$ cat config.mk
export PLATFORM = sky130hd
export DESIGN_NAME = r8_local_threshold
export DESIGN_NICKNAME = d
export VERILOG_FILES = /design/src/rtl/r8_local_threshold.sv
export SDC_FILE = /design/constraint.sdc
export NUM_CORES = 1
export LEC_CHECK = 0
export ABC_AREA = 1
export BUFFER_PORTS_ARGS = -buffer_cell sky130_fd_sc_hd__buf_2
export CORE_AREA = 2 2 181 183
export DETAILED_ROUTE_END_ITERATION = 8
export DIE_AREA = 0 0 183 185
export PLACE_DENSITY_LB_ADDON = 0.12
export SLEW_MARGIN = 20
export SYNTH_ARGS = -nofsm -noshare
export SYNTH_HDL_FRONTEND = slang
export SYNTH_SLANG_ARGS = --single-unit
$ cat constraint.sdc
create_clock -name clk -period 9.7 [get_ports clk]
set_clock_uncertainty 0.15 [all_clocks]
set_input_delay 0.97 -clock clk [delete_from_list [all_inputs] [get_ports clk]]
set_output_delay 0.97 -clock clk [all_outputs]
set_load 0.03 [all_outputs]
$ cat src/rtl/r8_local_threshold.sv
// Adaptive-threshold binariser fed by the radius-8 box-sum stage.
// Four-stage pipeline: clamp/latch, reciprocal multiply, mean and threshold, compare.
module r8_local_threshold #(
    parameter int OUT_COLS = 8,
    parameter int OUT_ROWS = 4,
    parameter int RECIP    = 58053,
    parameter int SHIFT    = 24,
    parameter int SUM_MAX  = 73695
) (
    input  logic        clk,
    input  logic        rst,
    input  logic        valid_i,
    input  logic [16:0] sum_i,
    input  logic [7:0]  center_i,
    input  logic [7:0]  offset_i,
    output logic        valid_o,
    output logic [7:0]  pixel_o,
    output logic [7:0]  mean_o,
    output logic [9:0]  col_o,
    output logic [9:0]  row_o,
    output logic        eof_o,
    output logic        err_o
);

    localparam int FRAME = OUT_COLS * OUT_ROWS;
    localparam int CNT_W = (FRAME > 1) ? $clog2(FRAME) : 1;
    localparam logic [CNT_W-1:0] LAST_PIX  = CNT_W'(FRAME - 1);
    localparam logic [9:0]       LAST_COL  = 10'(OUT_COLS - 1);
    localparam logic [9:0]       LAST_ROW  = 10'(OUT_ROWS - 1);
    localparam logic [16:0]      SUM_MAX_V = 17'(SUM_MAX);
    localparam logic [32:0]      RECIP_V   = 33'(RECIP);

    logic [CNT_W-1:0] in_cnt;
    logic [7:0]       offset_reg;

    logic        s1_valid;
    logic [16:0] s1_sum;
    logic [7:0]  s1_center;
    logic [7:0]  s1_off;

    logic        s2_valid;
    logic [32:0] s2_prod;
    logic [7:0]  s2_center;
    logic [7:0]  s2_off;

    logic        s3_valid;
    logic [7:0]  s3_mean;
    logic [7:0]  s3_thr;
    logic [7:0]  s3_center;

    logic [7:0]  mean_c;
    logic [9:0]  nxt_col;
    logic [9:0]  nxt_row;

    // The offset travels with each pixel, so a back-to-back frame that
    // re-latches offset_reg cannot disturb pixels still in flight.
    always_ff @(posedge clk) begin
        if (rst) begin
            in_cnt     <= '0;
            offset_reg <= '0;
            err_o      <= 1'b0;
            s1_valid   <= 1'b0;
            s1_sum     <= '0;
            s1_center  <= '0;
            s1_off     <= '0;
        end else begin
            s1_valid  <= valid_i;
            s1_sum    <= (sum_i > SUM_MAX_V) ? SUM_MAX_V : sum_i;
            s1_center <= center_i;
            s1_off    <= (in_cnt == '0) ? offset_i : offset_reg;
            if (valid_i) begin
                if (in_cnt == '0)
                    offset_reg <= offset_i;
                in_cnt <= (in_cnt == LAST_PIX) ? '0 : in_cnt + 1'b1;
                if (sum_i > SUM_MAX_V)
                    err_o <= 1'b1;
            end
        end
    end

    always_ff @(posedge clk) begin
        if (rst) begin
            s2_valid  <= 1'b0;
            s2_prod   <= '0;
            s2_center <= '0;
            s2_off    <= '0;
        end else begin
            s2_valid  <= s1_valid;
            s2_prod   <= {16'd0, s1_sum} * RECIP_V;
            s2_center <= s1_center;
            s2_off    <= s1_off;
        end
    end

    // RECIP overshoots 2^SHIFT/289 slightly; the error never crosses an integer over the legal sum range.
    always_comb begin
        mean_c = 8'(s2_prod >> SHIFT);
    end

    always_ff @(posedge clk) begin
        if (rst) begin
            s3_valid  <= 1'b0;
            s3_mean   <= '0;
            s3_thr    <= '0;
            s3_center <= '0;
        end else begin
            s3_valid  <= s2_valid;
            s3_mean   <= mean_c;
            s3_thr    <= (mean_c > s2_off) ? (mean_c - s2_off) : 8'd0;
            s3_center <= s2_center;
        end
    end

    // Output stage: data outputs hold across gaps, eof_o is a one-cycle pulse.
    always_ff @(posedge clk) begin
        if (rst) begin
            valid_o <= 1'b0;
            pixel_o <= '0;
            mean_o  <= '0;
            col_o   <= '0;
            row_o   <= '0;
            eof_o   <= 1'b0;
            nxt_col <= '0;
            nxt_row <= '0;
        end else begin
            valid_o <= s3_valid;
            eof_o   <= s3_valid && (nxt_col == LAST_COL) && (nxt_row == LAST_ROW);
            if (s3_valid) begin
                pixel_o <= (s3_center > s3_thr) ? 8'hFF : 8'h00;
                mean_o  <= s3_mean;
                col_o   <= nxt_col;
                row_o   <= nxt_row;
                if (nxt_col == LAST_COL) begin
                    nxt_col <= '0;
                    nxt_row <= (nxt_row == LAST_ROW) ? 10'd0 : nxt_row + 10'd1;
                end else begin
                    nxt_col <= nxt_col + 10'd1;
                end
            end
        end
    end

endmodule

; ---- After elaboration in Yosys (flattened, before gate mapping)
; Index checks and enable logic that the tools add are counted.
[classes]
n_addsub = 4
multipliers = 1
order_cmp = 3
eq_ne = 3
muxes = 6
n_bitwise = 1
reduce_logical = 7
[ops]
columns = cell, n
row1 = "multiplier 17 x 16 -> 32 bit, second input constant", 1
row2 = "adder 10 x 1 -> 10 bit, second input constant", 2
row3 = 2-to-1 mux 10 bit, 2
row4 = "greater-than comparator 17 bit, second input constant", 1
row5 = 2-to-1 mux 17 bit, 1
row6 = greater-than comparator 8 bit, 2
row7 = 2-to-1 mux 8 bit, 2
row8 = "== test 10 x 2 -> 1 bit, second input constant", 1
row9 = "== test 10 x 3 -> 1 bit, second input constant", 1
row10 = subtractor 8 bit, 1
row11 = "adder 5 x 1 -> 5 bit, second input constant", 1
row12 = "== test 5 bit, second input constant", 1
row13 = logical NOT 5 bit, 1
row14 = 2-to-1 mux 5 bit, 1
row15 = AND reduction 2 bit, 2
row16 = OR reduction 2 bit, 2
row17 = logical AND 1 bit, 2
row18 = NOT 1 bit, 1
[word_totals]
reg_bits = 180
in_bits = 36
output_inout_bits = 39
wordCells = 49

; ---- Depth between registers and ports, before layout
[logic_depth]
word_depth = 3
ltp_mapped = 24
ltp_nobuf = 24

; ---- Worst setup path before layout
; OpenSTA, ideal clock, no wires.
[synth_timing]
kind = reg-to-reg
from = reg s1_sum[1]
to = reg s2_prod[24]
setup_ns = 0.113
arrival_time_ns = 4.530
required_time_ns = 9.437
path_slack_ns = 4.908
stages_incl_launch_ff = 23
n_path_buf = 0
period_less_slack_ns = 4.792
cell_sequence = dfxtp_1 > inv_1 > fa_1 > inv_1 > ha_1 > inv_1 > fa_1 > inv_1 > fa_1 > fa_1 > inv_1 > fa_1 > inv_1 > ha_1 > nand2_1 > nor2_1 > nand2_1 > nor2_1 > nand2_1 > nand3_1 > nand2_1 > nand2_1 > nor2_1
[synth_via]
elab_chain_cells = 1
[synth_rtl]
columns = element, line_no
row1 = start: declaration, 37  ; logic [16:0] s1_sum;
row2 = start signal: assignment, 68  ; s1_sum <= (sum_i > SUM_MAX_V) ? SUM_MAX_V : sum_i;
row3 = multiplier 17 x 16 -> 32 bit, 89  ; s2_prod <= {16'd0, s1_sum} * RECIP_V;
row4 = end signal: assignment, 89
row5 = end: declaration, 42  ; logic [32:0] s2_prod;
; Every way passes these cells.
; A chain may end at the register's enable or synchronous reset.

; ---- Worst setup path in the final report
[layout_timing]
from = reg s1_sum[1]
to = reg s2_prod[27]
; The elaborated chain is that of the path after synthesis.

==> impl_metrics.env <==
export IMPL_synth_warnings=0
export IMPL_cap_viol_max_count=0
export IMPL_synth_cell_types=40
export IMPL_cp_end_kind="flop"
export IMPL_largest_register_ffs=17
export IMPL_drc=0
export IMPL_hold_class="flop to flop"
export IMPL_fin_tns_setup_ps=0
export IMPL_num_vias=8244
export IMPL_routabilityCongestion=0.8133
export IMPL_synth_edff_count=0
export IMPL_hold_viol=0
export IMPL_postCtsHoldBufs=0
export IMPL_setup_violations=0
export IMPL_syn_to_final_growth_pct=12.21
export IMPL_io_pins=75
export IMPL_cts_clk_slew_worst_paths_ps=60
export IMPL_numCtsBuffers=17
export IMPL_place_hpwl_um=19500
export IMPL_dieArea_sq_mm=0.03386
export IMPL_core_sq_mm=0.03204
export IMPL_syn_mean_instance_area_sq_um=7.803
export IMPL_drive_gt1_share_pct=9.421
export IMPL_rsz0062_at_grt="no"
export IMPL_critical_path_class="flop to flop"
export IMPL_leakagePower_nw=6.766
export IMPL_worstMarginPinSlew_ps=759.3
export IMPL_yosys_register_bits=149
export IMPL_slew_limit_headroom_pct=49.38
export IMPL_final_cell_count_no_fill=1894
export IMPL_placed_area_sq_mm=0.01174
export IMPL_fin_area_sq_mm=0.01233
export IMPL_min_period_over_period_pct=53.79
export IMPL_numPortBuffers=74
export IMPL_grt_usage_pct=15.12
export IMPL_cts_max_level=4
export IMPL_crit_top_cell="inv_1"
export IMPL_crit_chain="inv_1 -> fa_1 -> inv_1 -> ha_1 -> inv_1 -> fa_1 -> inv_1 -> fa_1 -> fa_1 -> inv_1 -> fa_1 -> inv_1 -> ha_1 -> nand2_1 -> nor2_1 -> nand2_1 -> nor2_1 -> nand2_1 -> nand3_1 -> nand2_1 -> nand2_1 -> nor2_1"
export IMPL_cts_num_sinks=149
export IMPL_post_cts_buffers=0
export IMPL_regMostFlops="s1_sum"
export IMPL_n_antenna_cell=0
export IMPL_synthCells=1408
export IMPL_ys_seq_area_share_pct=27.15
export IMPL_power_mw=2.849
export IMPL_final_core_util_pct=38.48
export IMPL_cts_resized=0
export IMPL_grt_pass1_wl_um=40710
export IMPL_clockBufferDepth=2
export IMPL_insertion_delay_ps=430
export IMPL_initial_core_util_pct=34.29
export IMPL_grt_pass1_vias=8244
export IMPL_crit_path_top_delay_cell="fa_1"
export IMPL_routed_wl_um=23980
export IMPL_arrival_ps=5390
export IMPL_outcome="completed"
export IMPL_drt_iter0_markers=230
export IMPL_ir_worst_vdd_mv=0.1359
export IMPL_vias_per_cell=4.353
export IMPL_antenna_left=0
export IMPL_max_freq_mhz=191.7
export IMPL_async_flop_share_pct=0
export IMPL_cts_tree="built"
export IMPL_post_drt_wl_per_cell_um=12.66
export IMPL_fin_nets=1752
export IMPL_syn_nets=1686
export IMPL_crit_family="adder cells"
export IMPL_dominantRegCellSynth="dfxtp_1"
export IMPL_overflow=0
export IMPL_rows=66
export IMPL_die_x_um=183
export IMPL_antenna_found_initial=1
export IMPL_cp_data_required_time_ps=9870
export IMPL_drt_pass1_iter_count=4
export IMPL_crit_fanout=6
export IMPL_cp_num_buf_inv=6
export IMPL_pwr_density_cell_mw_per_mm2=231.1
export IMPL_start_kind="flop"
export IMPL_maxSlewViolCount=0
export IMPL_grt_max_degree=67
export IMPL_finalCriticalPeriod_ps=5217
export IMPL_placed_cells_incl_taps=1863
export IMPL_cpPeakStageDelay_ps=540
export IMPL_root_buffer="clkbuf_16"
export IMPL_synth_area_sq_mm=0.01099
export IMPL_chipHeight_um=185
==> cells by family (layout without fill, tap and decap cells) <==
family          count (synthesis)  count (layout)  synth area share (%)
compound gates                128             128                 6.275
xor+xnor                       12              12                0.9566
fa+ha+maj                     242             242                 32.55
buf+inv                       398             476                 14.01
flops                         149             149                 27.15
mux                             8               8                0.7289
simple gates                  471             471                 18.34
==> where the power goes <==
part           internal, mW  total, mW  switching, mW
clock network         0.401      0.662          0.261
logic                 0.533       1.49          0.954
registers             0.665      0.701         0.0359
total                  1.60       2.85           1.25
==> synthesized netlist by cell type, types with 4 or more instances <==
cell	number	area, sq um
ha_1	169	2115
inv_1	360	1351
nor3_1	16	80.08
o21ai_0	40	200.2
dfxtp_1	149	2983
buf_1	4	15.01
nor2_4	6	67.56
nand4_1	13	81.33
nand3b_1	5	37.54
nand2_2	8	50.05
nand2_1	228	855.8
inv_2	6	22.52
o211ai_1	9	67.56
nand3_2	4	40.04
xnor2_1	4	35.03
o21ai_1	12	60.06
fa_1	73	1461
nor2_1	149	559.3
clkbuf_1	12	45.04
a21oi_1	56	280.3
xor2_1	8	70.07
mux2i_1	8	80.08
buf_2	6	30.03
nand3_1	32	160.2
buf_4	8	60.06
==> metrics by stage <==
step / setup slack [ps] / hold slack (ps)
after floorplan: 4908 / 238.3
after global placement: 4420 / 239.4
after detailed placement: 4433 / 242.3
after CTS: 4414 / 245.3
after global routing: 4118 / 250.5
final: 4483 / 242.6
==> worst reg2reg max path, delay by kind of cell (launching register included) <==
kind / cells / cell delay [ps]
buffers and inverters: 6 / 350
DFF: 1 / 520
adders and majority gates: 7 / 3200
and+or+nand+nor: 9 / 880
==> cells in the final DEF, fill, tap and decap left out, drive strengths merged, types with 2 or more instances in the layout <==
master,Yosys,layout
xor2,8,8
a21o,2,2
nand3b,5,5
dfxtp,149,149
fa,73,73
clkinv,1,3
inv,366,369
o21ai,53,53
xnor2,4,4
nand2,238,238
nor3b,4,4
a31oi,3,3
nor3,16,16
buf,19,78
nand3,36,36
ha,169,169
a21oi,57,57
o21bai,2,2
nor2,157,157
clkbuf,12,22
clkinvlp,0,2
mux2i,8,8
bufinv,0,2
o211ai,9,9
nand4,13,13
==> final timing paths <==
kind                       to  cells past startpoint      start  slack, ps
setup / recovery  s2_prod[27]                     22  s1_sum[1]       4480
hold / removal      s2_off[0]                      2  s1_off[0]        240
setup reg to reg  s2_prod[27]                     22  s1_sum[1]       4480
hold reg to reg     s2_off[0]                      2  s1_off[0]        240
==> metal layers <==
| metal | share of wire (%) | global-route usage, % | vias up |
|---|---|---|---|
| met5 | 0.054 | 0 | - |
| met4 | 1.6 | 4.288 | 2 |
| met2 | 47 | 26.11 | 101 |
| li1 | - | - | 4398 |
| met1 | 48 | 19.30 | 3719 |
| met3 | 2.7 | 2.792 | 24 |
==> area by class of cell <==
type | count | area, sq um
inverter | 367 | 1378
clock inverter | 9 | 117.6
sequential | 149 | 2983
fill | 3406 | 19710
multi-input combinational | 861 | 6465
clock buffer | 22 | 474.2
timing repair buffer | 78 | 400.4
tap | 408 | 510.5
Note: power is estimated with default switching activity, not from simulation.
